--- src/rtl/q4_semaforo_fsm.sv ---
// rtl/q4_semaforo_fsm.sv - timed Moore traffic-light controller for a two-way intersection
//
// Purpose:
//   Runs green -> yellow -> all-red phases for the North-South (NS) and
//   Leste-Oeste (LO) directions. Each green has a minimum and a maximum dwell.
//   Vehicle demand is held in sticky flags, and a maintenance request puts
//   both yellow lamps into flashing mode.
//
// Ports:
//   clk             system clock, rising edge active
//   rst             asynchronous, active-high reset
//   A, B            NS lane sensors (already synchronous to clk)
//   C, D            LO lane sensors (already synchronous to clk)
//   manut           maintenance request, level-sensitive
//   ns_g/ns_y/ns_r  NS lamps
//   lo_g/lo_y/lo_r  LO lamps
//   N_S, L_O        compatibility copies of ns_g / lo_g
//   estado          current state code
module q4_semaforo_fsm #(
  parameter int GREEN_MIN = 4,
  parameter int GREEN_MAX = 10,
  parameter int YELLOW_T  = 2,
  parameter int ALL_RED_T = 1,
  parameter int FLASH_T   = 2
) (
  input  logic       clk,
  input  logic       rst,
  input  logic       A,
  input  logic       B,
  input  logic       C,
  input  logic       D,
  input  logic       manut,
  output logic       ns_g,
  output logic       ns_y,
  output logic       ns_r,
  output logic       lo_g,
  output logic       lo_y,
  output logic       lo_r,
  output logic       N_S,
  output logic       L_O,
  output logic [2:0] estado
);

  typedef enum logic [2:0] {
    AR_NS = 3'd0,
    NS_G  = 3'd1,
    NS_Y  = 3'd2,
    AR_LO = 3'd3,
    LO_G  = 3'd4,
    LO_Y  = 3'd5,
    MANUT = 3'd6
  } state_t;

  // Last counter value of each timed dwell (a dwell of T cycles ends at cnt == T-1).
  localparam logic [7:0] AR_LAST    = 8'(ALL_RED_T - 1);
  localparam logic [7:0] Y_LAST     = 8'(YELLOW_T - 1);
  localparam logic [7:0] GMIN_LAST  = 8'(GREEN_MIN - 1);
  localparam logic [7:0] GMAX_LAST  = 8'(GREEN_MAX - 1);
  localparam logic [7:0] FLASH_LAST = 8'(FLASH_T - 1);

  state_t     state_q, state_d;
  logic [7:0] cnt_q, cnt_d;
  logic       pend_ns_q, pend_ns_d;
  logic       pend_lo_q, pend_lo_d;
  logic       blink_q, blink_d;

  logic ns_req, lo_req;
  logic green_min_done, green_max_hit;
  logic ns_release, lo_release;
  logic state_change, in_green;

  assign ns_req = A | B;
  assign lo_req = C | D;

  assign green_min_done = (cnt_q >= GMIN_LAST);
  assign green_max_hit  = (cnt_q == GMAX_LAST);

  // A green yields only when the other side is waiting. It yields early once
  // its own lane is empty, and is forced out at the maximum dwell otherwise.
  assign ns_release = green_min_done && pend_lo_q && (!ns_req || green_max_hit);
  assign lo_release = green_min_done && pend_ns_q && (!lo_req || green_max_hit);

  // Next-state logic. Maintenance overrides every phase transition.
  always_comb begin
    state_d = state_q;
    if (manut) begin
      state_d = MANUT;
    end else begin
      case (state_q)
        AR_NS:   if (cnt_q == AR_LAST) state_d = NS_G;
        NS_G:    if (ns_release)       state_d = NS_Y;
        NS_Y:    if (cnt_q == Y_LAST)  state_d = AR_LO;
        AR_LO:   if (cnt_q == AR_LAST) state_d = LO_G;
        LO_G:    if (lo_release)       state_d = LO_Y;
        LO_Y:    if (cnt_q == Y_LAST)  state_d = AR_NS;
        MANUT:   state_d = AR_NS;
        default: state_d = AR_NS;      // illegal code 7 recovers through all-red
      endcase
    end
  end

  assign state_change = (state_d != state_q);
  assign in_green     = (state_q == NS_G) || (state_q == LO_G);

  // Dwell counter. Greens saturate so that an idle green can hold forever
  // without wrapping. In MANUT the counter wraps at the blink half-period.
  always_comb begin
    cnt_d = cnt_q + 8'd1;
    if (state_change) begin
      cnt_d = 8'd0;
    end else if (in_green && (cnt_q >= GMAX_LAST)) begin
      cnt_d = cnt_q;
    end else if ((state_q == MANUT) && (cnt_q == FLASH_LAST)) begin
      cnt_d = 8'd0;
    end
  end

  // Blink phase. It starts lit on MANUT entry and is forced low elsewhere,
  // so every maintenance episode starts from the same phase.
  always_comb begin
    blink_d = 1'b0;
    if (state_d == MANUT) begin
      if (state_q != MANUT) begin
        blink_d = 1'b1;
      end else if (cnt_q == FLASH_LAST) begin
        blink_d = ~blink_q;
      end else begin
        blink_d = blink_q;
      end
    end
  end

  // Sticky demand. The clear on green entry takes priority over a sensor that
  // is still active on that same edge.
  always_comb begin
    pend_ns_d = pend_ns_q | ns_req;
    pend_lo_d = pend_lo_q | lo_req;
    if ((state_d == NS_G) && (state_q != NS_G)) pend_ns_d = 1'b0;
    if ((state_d == LO_G) && (state_q != LO_G)) pend_lo_d = 1'b0;
  end

  always_ff @(posedge clk or posedge rst) begin
    if (rst) begin
      state_q   <= AR_NS;
      cnt_q     <= 8'd0;
      pend_ns_q <= 1'b0;
      pend_lo_q <= 1'b0;
      blink_q   <= 1'b0;
    end else begin
      state_q   <= state_d;
      cnt_q     <= cnt_d;
      pend_ns_q <= pend_ns_d;
      pend_lo_q <= pend_lo_d;
      blink_q   <= blink_d;
    end
  end

  // Lamp decode is taken from registers only. Lamps therefore change on the
  // same edge as estado and follow an asynchronous reset immediately.
  always_comb begin
    ns_g = 1'b0;
    ns_y = 1'b0;
    ns_r = 1'b0;
    lo_g = 1'b0;
    lo_y = 1'b0;
    lo_r = 1'b0;
    case (state_q)
      NS_G: begin
        ns_g = 1'b1;
        lo_r = 1'b1;
      end
      NS_Y: begin
        ns_y = 1'b1;
        lo_r = 1'b1;
      end
      LO_G: begin
        lo_g = 1'b1;
        ns_r = 1'b1;
      end
      LO_Y: begin
        lo_y = 1'b1;
        ns_r = 1'b1;
      end
      MANUT: begin
        ns_y = blink_q;
        lo_y = blink_q;
      end
      default: begin
        ns_r = 1'b1;
        lo_r = 1'b1;
      end
    endcase
  end

  assign N_S    = ns_g;
  assign L_O    = lo_g;
  assign estado = state_q;

endmodule

--- config.mk ---
export PLATFORM = sky130hd
export DESIGN_NAME = q4_semaforo_fsm
export DESIGN_NICKNAME = d
export VERILOG_FILES = /design/src/rtl/q4_semaforo_fsm.sv
export SDC_FILE = /design/constraint.sdc
export NUM_CORES = 1
export LEC_CHECK = 0
export ABC_AREA = 1
export BUFFER_PORTS_ARGS = -buffer_cell sky130_fd_sc_hd__buf_2
export CAP_MARGIN = 5
export CORE_MARGIN = 2
export CORE_UTILIZATION = 60
export DETAILED_ROUTE_END_ITERATION = 16
export PLACE_DENSITY = 0.84
export SYNTH_ARGS = -nofsm -noshare
export SYNTH_HDL_FRONTEND = slang
export SYNTH_SLANG_ARGS = --single-unit
--- constraint.sdc ---
create_clock -name clk -period 3 [get_ports clk]
set_clock_uncertainty 0.05 [all_clocks]
set_input_delay 0.6 -clock clk [delete_from_list [all_inputs] [get_ports clk]]
set_output_delay 0.6 -clock clk [all_outputs]
set_load 0.05 [all_outputs]
==> metrics.txt <==
# TYPE chip_impl_metric gauge
chip_impl_info{name="rsz0062_at_grt",value="no"} 1
chip_impl_info{name="timing.rr.end",value="cnt_q[4]"} 1
chip_impl_metric{name="design.core.area",unit="um2"} 1760
chip_impl_metric{name="syn_inst",unit=""} 161
chip_impl_metric{name="async_flop_share",unit="%"} 100
chip_impl_info{name="area_contributors_post_synth",value="dfrtp_1, nand2_1, inv_1"} 1
chip_impl_metric{name="grt_use_total",unit="%"} 24.2
chip_impl_metric{name="cts_hold_buffers",unit=""} 0
chip_impl_metric{name="detail_route.vias_per_cell",unit=""} 5.14
chip_impl_metric{name="routed_wire_length_per_instance",unit="um"} 11.4
chip_impl_metric{name="postRouteAntennaNets",unit=""} 0
chip_impl_metric{name="setup_viol",unit=""} 0
chip_impl_metric{name="numPortBuffers",unit=""} 17
chip_impl_info{name="endpoint_kind",value="output pin"} 1
chip_impl_metric{name="crit_required",unit="ns"} 2.35
chip_impl_metric{name="synth.cell_area",unit="um2"} 1150
chip_impl_metric{name="grt_max_degree",unit=""} 15
chip_impl_metric{name="vias",unit=""} 1049
chip_impl_info{name="tritoncts",value="yes"} 1
chip_impl_info{name="run_status",value="complete, no violations"} 1
chip_impl_metric{name="drc",unit=""} 0
chip_impl_metric{name="synthDominantCellAreaShare",unit="%"} 30.6
chip_impl_metric{name="tns",unit="ns"} 0
chip_impl_metric{name="die-area",unit="um2"} 2280
chip_impl_info{name="path_class",value="reg -> out"} 1
chip_impl_metric{name="synth_warnings",unit=""} 0
chip_impl_metric{name="syn-mean-instance-area",unit="um2"} 7.12
chip_impl_metric{name="ir_worst_vdd",unit="mV"} 0.395
chip_impl_metric{name="initial_utilization",unit="%"} 65.0
chip_impl_metric{name="drt_iter0_drcs",unit=""} 37
chip_impl_metric{name="post_cts.resized_instances",unit=""} 0
chip_impl_metric{name="critical_path_arrival",unit="ns"} 1.61
chip_impl_metric{name="worst_rel_slew_slack",unit="%"} 64.8
chip_impl_metric{name="place.gp.congestion",unit=""} 0.879
chip_impl_metric{name="post_route_cells_drive_above_1_share",unit="%"} 27.9
chip_impl_metric{name="floorplan.rows",unit=""} 15
chip_impl_metric{name="timing_worst_slew_pin_value",unit="ns"} 0.528
chip_impl_metric{name="final-seq-area",unit="um2"} 350
chip_impl_info{name="post-synth-top-count-cell",value="nand2_1"} 1
chip_impl_metric{name="synth_fp_nets",unit=""} 172
chip_impl_metric{name="min_period",unit="ns"} 2.26
chip_impl_info{name="timing.rr.start",value="cnt_q[1]"} 1
chip_impl_metric{name="max_clock_freq",unit="MHz"} 443
chip_impl_metric{name="number_of_cell_instances_on_the_worst_register_to_register_path",unit=""} 12
chip_impl_metric{name="clkSinkCount",unit=""} 14
chip_impl_metric{name="regToRegSetupSlack",unit="ns"} 1.10
chip_impl_metric{name="antenna_found_initial",unit=""} 0
chip_impl_metric{name="numCtsBuffers",unit=""} 3
chip_impl_metric{name="post_cts.repair.setup_buffers",unit=""} 0
chip_impl_metric{name="max_cap_viol_count",unit=""} 0
chip_impl_metric{name="finalCritPeriodShare",unit="%"} 75.3
chip_impl_metric{name="ys_ff_latch",unit=""} 14
chip_impl_info{name="holdCritPathClass",value="in -> async"} 1
chip_impl_metric{name="pwr_density_cell",unit="nW/um2"} 681
chip_impl_metric{name="cts_max_path_buffers",unit=""} 2
chip_impl_metric{name="synth_sequential_area_ratio",unit="%"} 30.6
chip_impl_metric{name="multi_input_area",unit="um2"} 668
chip_impl_metric{name="worst_skew_pair.late_latency",unit="ns"} 0.28
chip_impl_metric{name="number_of_inserted_diodes",unit=""} 0
chip_impl_metric{name="hpwlAfterDp",unit="mm"} 1.82
chip_impl_metric{name="grt_overflow_total",unit=""} 0
chip_impl_metric{name="slew_viol_final",unit=""} 0
chip_impl_metric{name="grt_pass1_wl",unit="mm"} 3.86
chip_impl_metric{name="die-height",unit="um"} 47.7
chip_impl_metric{name="fillers",unit=""} 170
chip_impl_info{name="synth_top_flop_cell",value="dfrtp_1"} 1
chip_impl_info{name="clock-root-buffer",value="clkbuf_4"} 1
chip_impl_metric{name="critPathMaxFanout",unit=""} 5
chip_impl_metric{name="via_count_of_the_first_global_routing_pass",unit=""} 895
chip_impl_metric{name="synth_edf_count",unit=""} 0
chip_impl_metric{name="yosysUniqueCellTypes",unit=""} 25
chip_impl_metric{name="post-route-util",unit="%"} 72.0
chip_impl_info{name="synth_area_leader_cell",value="dfrtp_1"} 1
chip_impl_info{name="critical_path.startpoint_type",value="register"} 1
chip_impl_metric{name="htreeDepth",unit=""} 1
chip_impl_metric{name="clkTransAtPathRegs",unit="ns"} 0.08
chip_impl_metric{name="areaGrowthSynthToFinish",unit="%"} 10.8
chip_impl_metric{name="ios",unit=""} 18
chip_impl_metric{name="drt-pass1-iter-count",unit=""} 4
chip_impl_metric{name="finish.net_count",unit=""} 192
chip_impl_metric{name="p_leak",unit="nW"} 0.642
chip_impl_metric{name="die_width",unit="um"} 47.7
chip_impl_metric{name="wirelength",unit="mm"} 2.33
chip_impl_info{name="synth.top_cells.by_count",value="nand2_1, inv_1, dfrtp_1"} 1
chip_impl_metric{name="timing_hold_violations_final",unit=""} 0
==> sequential cells by signal (all words and copies together), names as in the netlist <==
register,cells
estado,3
blink_q,1
pend_ns_q,1
pend_lo_q,1
cnt_q,8
==> kinds of logic after synthesis <==
logic type	Yosys count	synth area share (%)
DFF	14	30.6
and+or+nand+nor	88	41.8
AOI/OAI and AO/OA	18	8.30
adders and majority gates	4	4.37
buffers and inverters	32	11.1
xor gates and xnor gates	5	3.82
==> layout by cell type (no fill, tap or decap) <==
cell type	n
a21boi_1	1
a21oi_1	2
and2_2	1
buf_2	17
clkbuf_4	3
dfrtp_1	14
ha_1	4
inv_1	28
inv_2	2
nand2_1	31
nand2_2	4
nand2_4	2
nand3_1	11
nand3_2	2
nand4_1	4
nor2_1	12
nor2_2	13
nor2_4	4
nor2_8	1
nor3_1	2
o21ai_0	10
o21ai_1	4
o31ai_1	1
or2_2	1
xnor2_1	2
xor2_1	3
==> critical path: stages (launching register included) <==
cell and delay (ns):
dfrtp_1 0.41, inv_1 0.15, nand2_1 0.09, nor2_1 0.23
nand2_1 0.12, nand2_1 0.08, buf_2 0.25
==> how the worst max path moves through the flow <==
stage	startpoint	end	slack, ns
2_1_floorplan	estado[1]	ns_r	0.13
3_3_place_gp	estado[0]	lo_y	1.10
4_1_cts	estado[0]	ns_y	0.73
6_report	estado[0]	ns_y	0.74
3_5_place_dp	estado[0]	ns_y	1.05
5_1_grt	estado[0]	ns_y	0.60
==> area by class of cell <==
class / count / area share, %
Clock buffer: 3 / 1.77
Inverter: 30 / 8.87
Multi-Input combinational cell: 115 / 52.6
Sequential cell: 14 / 27.6
Tap cell: 25 / 2.46
Timing Repair Buffer: 17 / 6.70
==> where the power goes <==
part           total (mW)  internal, mW  leakage [nW]  switching [mW]
combinational       0.511         0.151         0.451           0.360
clock               0.107        0.0466        0.0138          0.0603
sequential          0.246         0.218         0.177          0.0278
total               0.864         0.416         0.642           0.448
==> per-stage QoR <==
| step | total power [mW] | hold slack, ns | area (um2) | cells | setup WS (ns) |
|---|---|---|---|---|---|
| 2_1_floorplan | 0.670 | 0.415 | 1150 | 161 | 0.130 |
| 3_3_place_gp | 0.749 | 0.474 | 1250 | 201 | 1.10 |
| 3_5_place_dp | 0.758 | 0.483 | 1250 | 201 | 1.05 |
| 4_1_cts | 0.867 | 0.311 | 1270 | 204 | 0.725 |
| 5_1_grt | 0.933 | 0.331 | 1270 | 204 | 0.601 |
| 6_report | 0.864 | 0.288 | 1270 | 204 | 0.741 |
==> per-layer routing <==
metal	GRT usage, %	vias up	routed length, um
li1	-	535	-
met1	34.0	479	1100
met2	38.9	31	1090
met3	3.40	4	109
met4	6.49	0	29
met5	0	-	0
Power figures use the tool's default switching activity.
